`src/rtl/obstacle_manager_if.sv`:
```
// Control inputs and obstacle-field outputs of obstacle_manager.
// The master side is the game top level; the slave side is the manager.
interface obstacle_manager_if #(
    parameter int unsigned NUM_OBS = 2,
    parameter int unsigned POS_W   = 8
);
    logic                       i_tick;
    logic                       i_run;
    logic                       i_restart;
    logic                       i_speed_up;
    logic [7:0]                 i_rng;
    logic [NUM_OBS*POS_W-1:0]   o_obs_pos;
    logic [NUM_OBS*3-1:0]       o_obs_type;
    logic [NUM_OBS-1:0]         o_obs_active;
    logic [2:0]                 o_speed;
    logic                       o_spawn_pulse;

    modport master (
        output i_tick, i_run, i_restart, i_speed_up, i_rng,
        input  o_obs_pos, o_obs_type, o_obs_active, o_speed, o_spawn_pulse
    );

    modport slave (
        input  i_tick, i_run, i_restart, i_speed_up, i_rng,
        output o_obs_pos, o_obs_type, o_obs_active, o_speed, o_spawn_pulse
    );
endinterface

```
`src/rtl/obstacle_manager.sv`:
```
// Multi-channel obstacle spawner/scroller: spawns at SPAWN_POS with random type and gap,
// scrolls left by the current speed on each running game tick, and retires off-screen.
module obstacle_manager #(
    parameter int unsigned NUM_OBS   = 2,
    parameter int unsigned CONV      = 2,
    parameter int unsigned SPAWN_POS = 159,
    parameter int unsigned MIN_GAP   = 40,
    parameter int unsigned NUM_TYPES = 5,
    parameter int unsigned SPEED_MAX = 4
) (
    input  logic               clk,
    input  logic               rst_n,
    obstacle_manager_if.slave  bus
);
    localparam int unsigned POS_W = 10 - CONV;

    typedef enum logic {StIdle, StActive} state_e;

    state_e           r_state     [NUM_OBS];
    state_e           w_state_nxt [NUM_OBS];
    logic [POS_W-1:0] r_pos       [NUM_OBS];
    logic [POS_W-1:0] w_pos_nxt   [NUM_OBS];
    logic [2:0]       r_type      [NUM_OBS];
    logic [2:0]       w_type_nxt  [NUM_OBS];
    logic [2:0]       r_speed, w_speed_nxt;
    logic [7:0]       r_gap, w_gap_nxt;
    logic             r_spawn, w_spawn_nxt;

    logic               w_event;
    logic               w_spawn;
    logic               w_any_idle;
    logic [NUM_OBS-1:0] w_spawn_sel;
    logic [NUM_OBS-1:0] w_retire;
    logic [POS_W-1:0]   w_speed_ext;
    logic [2:0]         w_rng_lo;
    logic [2:0]         w_rng_type;
    logic               w_unused_rng;

    assign w_event      = bus.i_tick & bus.i_run;
    assign w_speed_ext  = POS_W'(r_speed);
    assign w_rng_lo     = bus.i_rng[2:0];
    assign w_rng_type   = (32'(w_rng_lo) >= NUM_TYPES) ? w_rng_lo - 3'(NUM_TYPES) : w_rng_lo;
    assign w_unused_rng = ^bus.i_rng[7:6];

    // Eligibility uses the pre-event state, so a channel retiring now cannot respawn now.
    always_comb begin
        w_any_idle  = 1'b0;
        w_spawn_sel = '0;
        w_retire    = '0;
        for (int i = 0; i < int'(NUM_OBS); i++) begin
            if (r_state[i] == StIdle && !w_any_idle) begin
                w_spawn_sel[i] = 1'b1;
                w_any_idle     = 1'b1;
            end
            w_retire[i] = (r_state[i] == StActive) && (r_pos[i] < w_speed_ext);
        end
    end

    assign w_spawn = w_event & (r_gap == 8'd0) & w_any_idle;

    always_ff @(posedge clk or negedge rst_n) begin
        if (!rst_n) begin
            for (int i = 0; i < int'(NUM_OBS); i++) begin
                r_state[i] <= StIdle;
            end
        end else begin
            for (int i = 0; i < int'(NUM_OBS); i++) begin
                r_state[i] <= w_state_nxt[i];
            end
        end
    end

    always_comb begin
        for (int i = 0; i < int'(NUM_OBS); i++) begin
            w_state_nxt[i] = r_state[i];
            if (bus.i_restart) begin
                w_state_nxt[i] = StIdle;
            end else if (w_event) begin
                unique case (r_state[i])
                    StIdle:   if (w_spawn && w_spawn_sel[i]) w_state_nxt[i] = StActive;
                    StActive: if (w_retire[i]) w_state_nxt[i] = StIdle;
                    default:  w_state_nxt[i] = StIdle;
                endcase
            end
        end
    end

    always_comb begin
        for (int i = 0; i < int'(NUM_OBS); i++) begin
            w_pos_nxt[i]  = r_pos[i];
            w_type_nxt[i] = r_type[i];
            if (bus.i_restart) begin
                w_pos_nxt[i]  = '1;
                w_type_nxt[i] = 3'd0;
            end else if (w_event) begin
                if (r_state[i] == StActive) begin
                    w_pos_nxt[i] = w_retire[i] ? '1 : r_pos[i] - w_speed_ext;
                end else if (w_spawn && w_spawn_sel[i]) begin
                    w_pos_nxt[i]  = POS_W'(SPAWN_POS);
                    w_type_nxt[i] = w_rng_type;
                end
            end
        end

        w_gap_nxt = r_gap;
        if (bus.i_restart) begin
            w_gap_nxt = 8'(MIN_GAP);
        end else if (w_spawn) begin
            w_gap_nxt = 8'(MIN_GAP) + {2'b00, bus.i_rng[5:0]};
        end else if (w_event && r_gap != 8'd0) begin
            w_gap_nxt = r_gap - 8'd1;
        end

        // A speed_up alongside an event only takes effect on the following event.
        w_speed_nxt = r_speed;
        if (bus.i_restart) begin
            w_speed_nxt = 3'd1;
        end else if (bus.i_speed_up && r_speed < 3'(SPEED_MAX)) begin
            w_speed_nxt = r_speed + 3'd1;
        end

        w_spawn_nxt = w_spawn & ~bus.i_restart;
    end

    always_ff @(posedge clk or negedge rst_n) begin
        if (!rst_n) begin
            for (int i = 0; i < int'(NUM_OBS); i++) begin
                r_pos[i]  <= '1;
                r_type[i] <= 3'd0;
            end
            r_speed <= 3'd1;
            r_gap   <= 8'(MIN_GAP);
            r_spawn <= 1'b0;
        end else begin
            for (int i = 0; i < int'(NUM_OBS); i++) begin
                r_pos[i]  <= w_pos_nxt[i];
                r_type[i] <= w_type_nxt[i];
            end
            r_speed <= w_speed_nxt;
            r_gap   <= w_gap_nxt;
            r_spawn <= w_spawn_nxt;
        end
    end

    always_comb begin
        bus.o_obs_pos    = '0;
        bus.o_obs_type   = '0;
        bus.o_obs_active = '0;
        for (int i = 0; i < int'(NUM_OBS); i++) begin
            bus.o_obs_pos[i*POS_W +: POS_W] = r_pos[i];
            bus.o_obs_type[i*3 +: 3]        = r_type[i];
            bus.o_obs_active[i]             = (r_state[i] == StActive);
        end
        bus.o_speed       = r_speed;
        bus.o_spawn_pulse = r_spawn;
    end
endmodule

```
`src/flat_wrapper.sv`:
```
// flat-port wrapper written by rule: the top's interface ports become plain ports
module obstacle_manager_flat 
#(
    parameter int unsigned NUM_OBS   = 2,
    parameter int unsigned CONV      = 2,
    parameter int unsigned SPAWN_POS = 159,
    parameter int unsigned MIN_GAP   = 40,
    parameter int unsigned NUM_TYPES = 5,
    parameter int unsigned SPEED_MAX = 4
)
  (clk, rst_n, bus_i_tick, bus_i_run, bus_i_restart, bus_i_speed_up, bus_i_rng, bus_o_obs_pos, bus_o_obs_type, bus_o_obs_active, bus_o_speed, bus_o_spawn_pulse);
  obstacle_manager_if #(.NUM_OBS(NUM_OBS), .POS_W((10 - CONV))) bus_i ();
  input  logic clk;
  input  logic rst_n;
  input wire logic [$bits(bus_i.i_tick)-1:0] bus_i_tick;
  input wire logic [$bits(bus_i.i_run)-1:0] bus_i_run;
  input wire logic [$bits(bus_i.i_restart)-1:0] bus_i_restart;
  input wire logic [$bits(bus_i.i_speed_up)-1:0] bus_i_speed_up;
  input wire logic [$bits(bus_i.i_rng)-1:0] bus_i_rng;
  output wire logic [$bits(bus_i.o_obs_pos)-1:0] bus_o_obs_pos;
  output wire logic [$bits(bus_i.o_obs_type)-1:0] bus_o_obs_type;
  output wire logic [$bits(bus_i.o_obs_active)-1:0] bus_o_obs_active;
  output wire logic [$bits(bus_i.o_speed)-1:0] bus_o_speed;
  output wire logic [$bits(bus_i.o_spawn_pulse)-1:0] bus_o_spawn_pulse;
  assign bus_i.i_tick = bus_i_tick;
  assign bus_i.i_run = bus_i_run;
  assign bus_i.i_restart = bus_i_restart;
  assign bus_i.i_speed_up = bus_i_speed_up;
  assign bus_i.i_rng = bus_i_rng;
  assign bus_o_obs_pos = bus_i.o_obs_pos;
  assign bus_o_obs_type = bus_i.o_obs_type;
  assign bus_o_obs_active = bus_i.o_obs_active;
  assign bus_o_speed = bus_i.o_speed;
  assign bus_o_spawn_pulse = bus_i.o_spawn_pulse;
  obstacle_manager #(.NUM_OBS(NUM_OBS), .CONV(CONV), .SPAWN_POS(SPAWN_POS), .MIN_GAP(MIN_GAP), .NUM_TYPES(NUM_TYPES), .SPEED_MAX(SPEED_MAX)) u_core (.clk(clk), .rst_n(rst_n), .bus(bus_i));
endmodule
```
`config.mk`:
```
export PLATFORM = sky130hd
export DESIGN_NAME = obstacle_manager_flat
export DESIGN_NICKNAME = d
export VERILOG_FILES = /design/src/rtl/obstacle_manager_if.sv /design/src/rtl/obstacle_manager.sv /design/src/flat_wrapper.sv
export SDC_FILE = /design/constraint.sdc
export NUM_CORES = 1
export LEC_CHECK = 0
export ABC_AREA = 1
export BUFFER_PORTS_ARGS = -buffer_cell sky130_fd_sc_hd__buf_2
export CORE_MARGIN = 2
export CORE_UTILIZATION = 45
export DETAILED_ROUTE_END_ITERATION = 16
export PLACE_DENSITY = 0.74
export RECOVER_POWER = 50
export SETUP_SLACK_MARGIN = 0.05
export SLEW_MARGIN = 25
export SYNTH_ARGS = -nofsm -noshare
export SYNTH_HDL_FRONTEND = slang
export SYNTH_SLANG_ARGS = --single-unit
```
`constraint.sdc`:
```
create_clock -name clk -period 2.45 [get_ports clk]
set_clock_uncertainty 0.2 [all_clocks]
set_input_delay 0.245 -clock clk [delete_from_list [all_inputs] [get_ports clk]]
set_output_delay 0.245 -clock clk [all_outputs]
set_load 0.1 [all_outputs]
```
==> metrics.md, run 1 <==
| Metric | Value |
|---|---|
| Crit path depth | 8 |
| Slew headroom | 0.224 |
| Cell total after placement | 426 |
| Hold path cells | 2 |
| WS Path Type | reg2reg |
| IO Pins | 42 |
| Synth top area share | 0.205 |
| Grt total ovfl | 0 |
| Via count | 2,131 |
| WL final | 5070 µm |
| Synthesized area | 2440 µm² |
| Fillcell total | 495 |
| Post-route ant nets | 0 |
| Top-count cell post-synth | nand2_1 |
| Combinational power share | 0.427 |
| Die W | 77.6 µm |
| Clock Latency Late Sink | 0.29 ns |
| Adder-cell share of the synthesized area | 0.0780 |
| Clock Power Share | 0.202 |
| VDD IR max | 0.000452 V |
| Final period utilization | 0.917 |
| Crit path cell chain | inv_1 -> ha_1 -> nand2_2 -> nor2_8 -> nand3_1 -> nand3_2 -> nand2_1 -> o21ai_1 |
| Slew @ Worst Pin | 1.17 ns |
| Cts bufs inserted | 5 |
| CP delay by family, top | simple AND/OR/NAND/NOR gates |
| Largest net degree at the start of global routing | 37 |
| Mux cell area share after synthesis | 0 |
| P&R area growth vs syn | 16.1% |
| F_max | 445 MHz |
| Port Buffers | 39 |
| Tot GR Track Use | 0.181 |
| Post-synthesis simple-gate area fraction | 0.328 |
| Cell Pwr Density | 790 nW/µm² |
| Non-filler instance count after layout | 436 |
| CTS tree | yes |
| DRT Pass-1 Iters | 4 |
| Syn Area/Cell | 7.66 µm² |
| Crit path max fanout | 14 |
| Fin. Hold Viols | 0 |
| DIE HEIGHT | 77.6 µm |
| First-pass GRT wire length | 8880 µm |
| FF/Latch Area | 933 µm² |
| Die Area | 6020 µm² |
| Main synth FF type | dfstp_2 |
| Layout cell share with drive strength beyond 1 | 0.243 |
| Total of warnings raised by yosys | 0 |
| Max Cap Viol | 0 |
| CTS HTree Levels | 2 |
| Critical path startpoint category | flop |
| Multi-input logic area | 1340 µm² |
| Clock Pin Slew Worst Setup and Hold Paths | 0.08 ns |
| Clk sinks | 36 |
| Worst min path class | in2reg |
| Post-synth EDFFs | 0 |
| ANT cells | 0 |
| Vias per inst | 4.89 |
| Ranking of synthesized cells by area | dfstp_2 20%, dfrtp_1 17%, nand2_1 15%, ha_1 6.2%, inv_1 5.5% |
| CP required | 2.46 ns |
| Worst Reg2Reg Path Length in Cells | 8 |
| Final Wtd Congestion | 0.836 |
| Outcome | completed |
| Wire per inst | 11.6 µm |
| # rows | 26 |
| Max clock buf depth | 2 |
| Xor/xnor cell area share of the yosys netlist | 0.0395 |
| Drt first-iter violations | 73 |
| Setup TNS | 0 ns |
| Syn Inst Count | 318 |
| Distinct cell type count after synthesis | 32 |
| Switching share of power | 0.457 |
| Drt drc | 0 |
| Lkg Pwr | 1.41 nW |
| Final #Nets | 393 |
| Psw | 1.02 mW |
| Period minus WS final | 2.25 ns |
| CP Capture Type | flop |
| Worst path slowest cell | dfrtp_1 |
| Max Slew Vio Count | 0 |
| Vias in the first global route | 2,047 |
| Buffers and inverters on the worst path | 1 |
| Yosys reg bits | 36 |
| Sequential fraction of design power | 0.371 |
| Worst path max stage delay | 0.40 ns |
| CP arrival | 2.26 ns |
| CTS root buf | clkbuf_8 |
| Yosys top cell by area | dfstp_2 |
| Internal | 1.21 mW |
| DP Wirelength | 3820 µm |
| Initial core utilization | 0.471 |
| Compound-Gate Fraction of Synth Area | 0.102 |
| Post-synth top cells | 98 x nand2_1, 36 x inv_1, 29 x nor2_1 |
| RSZ-0062 raised after global routing | no |
| Combinational family with the most area after synthesis | simple AND/OR/NAND/NOR gates |
| Syn nets | 346 |
| Synth async-reset ratio | 1.00 |
| Area of the core | 5170 µm² |
| Final-report setup violation count | 0 |
| Antenna violations before repair | 0 |
| Sequential fraction of the synthesis area | 0.379 |
## flip-flops by register name, indices dropped and copies added (netlist names)
register and count:
u_core.bus.o_obs_pos 16, u_core.r_gap 8, u_core.bus.o_obs_type 6, u_core.bus.o_speed 3, u_core.bus.o_obs_active 2, u_core.bus.o_spawn_pulse 1
## what timing repair did
item | 4_1_cts | 5_1_grt
setup endpoints to repair | 0 | 7
hold endpoints to repair | 18 | 0
hold buffers | 2 | 0
resized for setup | 0 | 5
setup buffers | 0 | 0
## cells in the final DEF (no fill, tap or decap), types with 3 or more instances in the layout
cell type,count
nand2_1,96
inv_1,36
buf_2,29
nor2_1,27
o21ai_0,21
nand3_1,18
dfrtp_1,16
dfstp_2,16
ha_1,11
clkbuf_1,10
o21ai_1,8
nand2_2,7
o21ai_2,6
xnor2_1,6
clkbuf_8,6
a21oi_1,5
xor2_1,5
nand3b_1,4
nand3_2,3
nand4_1,3
buf_4,3
## final timing paths
kind / from / end / slack [ns]
worst min-delay path: bus_i_restart / u_core.bus.o_speed[2] / 0.04
min in group asynchronous: rst_n / u_core.bus.o_speed[1] / 0.42
worst max register to register: u_core.r_gap[0] / u_core.r_gap[1] / 0.20
max in group asynchronous: rst_n / u_core.bus.o_speed[2] / 1.01
worst min register to register: u_core.bus.o_obs_pos[10] / u_core.bus.o_obs_pos[10] / 0.29
worst max-delay path: u_core.r_gap[0] / u_core.r_gap[1] / 0.20
## layout make-up
type	instances	area share
clock inverter	1	0.00265
inverter	39	0.0517
timing repair buffer	44	0.0800
tap	70	0.0309
sequential	36	0.330
clock buffer	7	0.0305
multi-input combinational	239	0.474
## metal layers
layer / global-route usage / vias up / part of all wire / routed length, µm
li1: - / 1112 / - / -
met1: 0.232 / 973 / 0.49 / 2470
met2: 0.313 / 41 / 0.47 / 2360
met3: 0.0384 / 5 / 0.037 / 186
met4: 0.0429 / 0 / 0.0093 / 47
met5: 0 / - / 0 / 0
## cell families after synthesis
logic type | Yosys count
compound gates | 44
xor+xnor | 11
fa+ha+maj | 14
buf+inv | 43
flops | 36
simple gates | 170
## worst reg2reg max path, stage by stage (launching register included)
cell	delay, ns
dfrtp_1	0.40
inv_1	0.12
ha_1	0.18
nand2_2	0.10
nor2_8	0.16
nand3_1	0.39
nand3_2	0.25
nand2_1	0.18
o21ai_1	0.18
## power by group through the flow
stage               clock network, mW  logic (mW)  registers, mW
finish                          0.451       0.954          0.829
global route                    0.496        1.05          0.845
CTS                             0.463       0.962          0.829
detailed placement                  0       0.957          0.838
global placement                    0       0.933          0.836
floorplan                           0       0.469           1.17
## through the flow
stage	hold slack [ns]	area [µm²]	power [mW]	util	setup WS, ns
after global placement	0.190	2730	1.77	0.527	0.154
after floorplan	-0.251	2450	1.64	-	0.0266
after detailed placement	0.187	2730	1.80	0.527	0.112
after global routing	0.0371	2830	2.39	0.547	0.0295
final	0.0393	2830	2.23	0.547	0.204
after CTS	0.0313	2840	2.25	0.549	0.0997
No activity file was read; power rests on OpenSTA's default activity.
==> run 2, diff against run 1 <==
ABC_AREA = default   (was 1)
PLACE_DENSITY = 0.75   (was 0.74)
==> run 2 against run 1 <==
Net effect: area after synthesis decreased by 3.2%; total power is 37% lower; worst hold slack worse by 0.0040 ns; critical path type unchanged.
==> metrics.md, run 2 <==
| Metric | Value |
|---|---|
| Multi-input logic area | 1440 µm² |
| Drt drc | 0 |
| CP required | 2.46 ns |
| Final Power | 1.41 mW |
| Fillcell total | 470 |
| Lkg Pwr | 1.15 nW |
| Critical path startpoint category | flop |
| Grt total ovfl | 0 |
| CTS tree | yes |
| Initial core utilization | 0.465 |
| Vias in the first global route | 2,093 |
| Clk sinks | 36 |
| Clock Pin Slew Worst Setup and Hold Paths | 0.07 ns |
| Layout cell share with drive strength beyond 1 | 0.310 |
| Die Area | 5840 µm² |
| Cts bufs inserted | 5 |
| CTS root buf | clkbuf_8 |
| Post-synth top cells | 26 x nor2_1, 20 x a21oi_1, 19 x dfstp_2 |
| Syn Area/Cell | 9.11 µm² |
| Crit path max fanout | 5 |
| Buffers and inverters on the worst path | 1 |
| Worst min path class | in2reg |
| Cell Pwr Density | 478 nW/µm² |
| CTS HTree Levels | 2 |
| Clock Latency Late Sink | 0.28 ns |
| Wire per inst | 14.3 µm |
| Fin area | 2940 µm² |
| Crit path cell chain | inv_2 -> ha_4 -> fa_2 -> nand2b_4 -> nand2_2 -> nor3_2 -> mux2_2 -> a221o_2 |
| Vias per inst | 5.50 |
| Drt first-iter violations | 121 |
| Via count | 2,105 |
| Non-filler instance count after layout | 383 |
| Max reg flops | 16 |
| DRT Pass-1 Iters | 4 |
| Cell total after placement | 369 |
| WS Path Type | reg2reg |
| Largest net degree at the start of global routing | 37 |
| Die W | 76.4 µm |
| Worst path slowest cell | dfstp_4 |
| Commonest non-fill, non-tap cell in the layout | buf_2 |
| Dpl cell area | 2790 µm² |
| Synth top area share | 0.212 |
| FF/Latch Area | 951 µm² |
| DP Wirelength | 3960 µm |
| VDD IR max | 0.000311 V |
| Fin. Hold Viols | 0 |
| Synthesized area | 2360 µm² |
| Antenna violations before repair | 0 |
| Final-report setup violation count | 0 |
| DIE HEIGHT | 76.4 µm |
| IO Pins | 42 |
| Syn nets | 287 |
| CP arrival | 2.36 ns |
| WL final | 5490 µm |
| CP delay by family, top | flip-flops |
| Yosys top cell by area | dfstp_2 |
| Post-synth EDFFs | 0 |
| Max Slew Vio Count | 0 |
| Most frequent cells in the layout | 27 x buf_2, 26 x nor2_1, 19 x a21oi_1, 17 x buf_4 |
| Area of the core | 5070 µm² |
| Port Buffers | 39 |
| Max clock buf depth | 2 |
| RSZ-0062 raised after global routing | yes |
| Yosys reg bits | 36 |
| Final period utilization | 0.957 |
| Total of warnings raised by yosys | 0 |
| Slew headroom | 0.223 |
| Ranking of synthesized cells by area | dfstp_2 21%, dfrtp_1 18%, ha_1 6.4%, a21oi_1 4.2%, nor2_1 4.1% |
| CP Capture Type | flop |
| ANT cells | 0 |
| Top-count cell post-synth | nor2_1 |
| Outcome | completed |
| Final Wtd Congestion | 0.872 |
| Distinct cell type count after synthesis | 57 |
| Max Cap Viol | 0 |
| Tot GR Track Use | 0.202 |
| F_max | 427 MHz |
| Worst path max stage delay | 0.62 ns |
| Slew @ Worst Pin | 1.17 ns |
| Post-route ant nets | 0 |
| Synth async-reset ratio | 1.00 |
| First-pass GRT wire length | 9650 µm |
| Main synth FF type | dfstp_2 |
| Final #Nets | 340 |
| Sequential fraction of the synthesis area | 0.392 |
| # rows | 26 |
| P&R area growth vs syn | 24.8% |
| Syn Inst Count | 259 |
| Period minus WS final | 2.34 ns |
## run 2: cell families (layout without fill, tap and decap cells)
| kind of cell | Yosys count | in the layout | synth area share |
|---|---|---|---|
| compound gates | 73 | 73 | 0.206 |
| xor+xnor | 4 | 4 | 0.0149 |
| fa+ha+maj | 14 | 14 | 0.0806 |
| buf+inv | 27 | 81 | 0.0456 |
| flops | 36 | 36 | 0.392 |
| mux | 7 | 7 | 0.0302 |
| simple gates | 98 | 98 | 0.231 |
## run 2: through the flow
| stage | util | hold WS (ns) | worst slack [ns] | setup TNS, ns |
|---|---|---|---|---|
| 2_1_floorplan | - | -0.251 | -0.0624 | -0.238 |
| 3_3_place_gp | 0.551 | 0.184 | 0.0710 | 0 |
| 3_5_place_dp | 0.551 | 0.190 | 0.0230 | 0 |
| 4_1_cts | 0.572 | 0.0147 | 0.0576 | 0 |
| 5_1_grt | 0.580 | 0.0451 | 0.0268 | 0 |
| 6_report | 0.580 | 0.0352 | 0.106 | 0 |
## run 2: final cells by class
type | instances | area share
clock buffer | 7 | 0.0259
timing repair buffer | 59 | 0.113
multi-input combinational | 196 | 0.489
clock inverter | 1 | 0.00127
tap | 70 | 0.0297
sequential | 36 | 0.323
inverter | 14 | 0.0178
## run 2: repair_timing
item / CTS / global route
hold buffers: 1 / 0
setup endpoints to repair: 6 / 19
pin swaps: 1 / 0
setup buffers: 1 / 4
hold endpoints to repair: 17 / 0
resized for setup: 3 / 7
## run 2: power by group
group	switching, mW	internal (mW)
clock network	0.203	0.198
logic	0.206	0.139
registers	0.0292	0.633
## run 2: final timing paths
check,startpoint,end,slack [ns],depth (start not counted)
max,u_core.bus.o_obs_pos[8],u_core.bus.o_obs_pos[14],0.11,8
min,bus_i_speed_up,u_core.bus.o_speed[2],0.04,3
max reg2reg,u_core.bus.o_obs_pos[8],u_core.bus.o_obs_pos[14],0.11,8
min reg2reg,u_core.bus.o_obs_type[2],u_core.bus.o_obs_type[2],0.32,2
max in group asynchronous,rst_n,u_core.bus.o_speed[1],1.04,2
min in group asynchronous,rst_n,u_core.bus.o_obs_active[0],0.42,2
## run 2: metal layers
layer / part of all wire / vias up / track usage / wire length, µm
li1: - / 1058 / - / -
met1: 0.48 / 1003 / 0.268 / 2620
met5: 0 / - / 0 / 0
met3: 0.039 / 7 / 0.0462 / 216
met2: 0.47 / 37 / 0.330 / 2590
met4: 0.011 / 0 / 0.0600 / 61
## run 2: worst min-delay path, delay by kind of cell
family | cells | cell delay, ns
buffers and inverters | 1 | 0.09
and+or+nand+nor | 1 | 0.08
AOI/OAI and AO/OA | 1 | 0.06
==> run 3, diff against run 2 <==
PLACE_DENSITY = 0.77   (was 0.75)
clock period = 2 ns   (was 2.45 ns; I/O delays follow)
==> run 3 against run 2 <==
Net effect: the flow now finishes with violations (negative setup slack); combinational power grew 69%; non-clock buffer count grew 47; clock-buffer cell count shrank 1; via count grew 14%; utilization grew 13 points; flip-flop and latch count is the same; fmax grew 0.76%; total power grew 45%; setup slack lost 0.43 ns; critical endpoint unchanged; largest power group unchanged.
==> metrics.md, run 3 (synthesis results as in run 2) <==
| Metric | Value |
|---|---|
| WL final | 6680 µm |
| CP arrival | 2.35 ns |
| CTS HTree Levels | 2 |
| CTS root buf | clkbuf_8 |
| # rows | 26 |
| Max Slew Vio Count | 0 |
| RSZ-0062 raised after global routing | yes |
| Wire per inst | 15.5 µm |
| Max clock buf depth | 2 |
| CP required | 2.03 ns |
| DIE HEIGHT | 76.4 µm |
| VDD IR max | 0.000497 V |
| Critical path startpoint category | flop |
| Fin util | 0.711 |
| Die W | 76.4 µm |
| Lkg Pwr | 1.50 nW |
| Crit path max fanout | 3 |
| Initial core utilization | 0.465 |
| Layout cell share with drive strength beyond 1 | 0.514 |
| P&R area growth vs syn | 52.9% |
| Setup ws final | -0.326 ns |
| Vias in the first global route | 2,228 |
| Cell Pwr Density | 564 nW/µm² |
| Drt first-iter violations | 157 |
| ANT cells | 0 |
| Slew @ Worst Pin | 0.775 ns |
| Final #Nets | 387 |
| Vias per inst | 5.59 |
| Clock Pin Slew Worst Setup and Hold Paths | 0.08 ns |
| WS Path Type | reg2reg |
| Fin area | 3610 µm² |
| Clk sinks | 36 |
| Slew headroom | 0.483 |
| Drt drc | 0 |
| Final Power | 2.04 mW |
| Cts bufs inserted | 5 |
| Outcome | finished with violations |
| Fin. Hold Viols | 0 |
| Max Cap Viol | 0 |
| F_max | 430 MHz |
| Worst min path class | in2reg |
| Port Buffers | 39 |
| Area of the core | 5070 µm² |
| Period minus WS final | 2.33 ns |
| Largest net degree at the start of global routing | 24 |
| Commonest non-fill, non-tap cell in the layout | buf_4 |
| Clock Latency Late Sink | 0.30 ns |
| Final Wtd Congestion | 0.865 |
| CP Capture Type | flop |
| IO Pins | 42 |
| Antenna violations before repair | 0 |
| First-pass GRT wire length | 10,500 µm |
| Post-route ant nets | 0 |
| CTS tree | yes |
| Via count | 2,402 |
| Die Area | 5840 µm² |
| Tot GR Track Use | 0.221 |
| DRT Pass-1 Iters | 4 |
| Dpl cell area | 3130 µm² |
| Grt total ovfl | 0 |
| Violated checks | negative setup slack |
| Final-report setup violation count | 25 |
| DP Wirelength | 4470 µm |
| Final period utilization | 1.16 |
| Max reg flops | 16 |
| Most frequent cells in the layout | 54 x buf_4, 38 x buf_2, 23 x nor2_1, 17 x a21oi_1 |
==> run 3: cell count changes in the layout (fill, tap and decap cells not counted), sizes merged <==
cell,delta
clkbuf,-12
dlygate4sd3,+1
bufinv,+1
buf,+57
==> run 3: where the power goes <==
part           leakage [nW]  switching, mW  internal, mW  total [mW]
registers             0.425         0.0265         0.776       0.802
clock network        0.0552          0.279         0.370       0.649
logic                  1.02          0.314         0.270       0.584
==> run 3: area by class of cell <==
| type | instances | area (µm²) |
|---|---|---|
| multi-input combinational | 196 | 1650 |
| fill | 369 | 1470 |
| sequential | 36 | 963 |
| timing repair buffer | 106 | 746 |
| tap | 70 | 87.6 |
| clock buffer | 6 | 72.6 |
| inverter | 14 | 55.1 |
| clock inverter | 2 | 35.0 |
==> run 3: path summary, 6_finish.rpt <==
check | start | endpoint | slack [ns] | depth (start not counted)
max in group asynchronous | rst_n | u_core.bus.o_obs_active[0] | 0.17 | 3
min | bus_i_restart | u_core.bus.o_obs_active[0] | 0.06 | 2
min reg2reg | u_core.bus.o_obs_type[1] | u_core.bus.o_obs_type[1] | 0.33 | 2
min in group asynchronous | rst_n | u_core.bus.o_obs_type[2] | 0.30 | 2
max | u_core.bus.o_obs_pos[8] | u_core.bus.o_obs_pos[14] | -0.33 | 8
max reg2reg | u_core.bus.o_obs_pos[8] | u_core.bus.o_obs_pos[14] | -0.33 | 8
==> run 3: critical path, cell delays in order, from the launching register on <==
cell	delay (ns)
dfstp_4	0.62
inv_2	0.04
ha_4	0.15
fa_2	0.33
nand2b_4	0.18
nand2_4	0.08
nor3_4	0.04
mux2_2	0.27
a221o_2	0.34
==> run 3: routing by layer <==
metal | track usage | wire length [µm] | up-vias
met5 | 0 | 0 | -
met2 | 0.365 | 3340 | 60
met4 | 0.0764 | 143 | 0
met1 | 0.290 | 2940 | 1169
li1 | - | - | 1157
met3 | 0.0438 | 252 | 16
==> run 3: per-stage QoR <==
step / TNS, ns / setup slack (ns) / std cells / hold slack, ns
floorplan: -7.39 / -0.512 / 259 / -0.296
global placement: -5.54 / -0.252 / 403 / -0.0741
detailed placement: -6.58 / -0.293 / 403 / -0.0680
CTS: -5.20 / -0.290 / 423 / 0.0564
global route: -7.69 / -0.407 / 430 / 0.0782
finish: -5.10 / -0.326 / 430 / 0.0607
==> run 3: what timing repair did <==
action,4_1_cts,5_1_grt
gates resized for setup,21,31
endpoints found under the hold margin,23,0
cloned,0,0
hold buffers,2,0
pin swaps,18,22
endpoints found under the setup margin,33,33
setup buffers,10,9
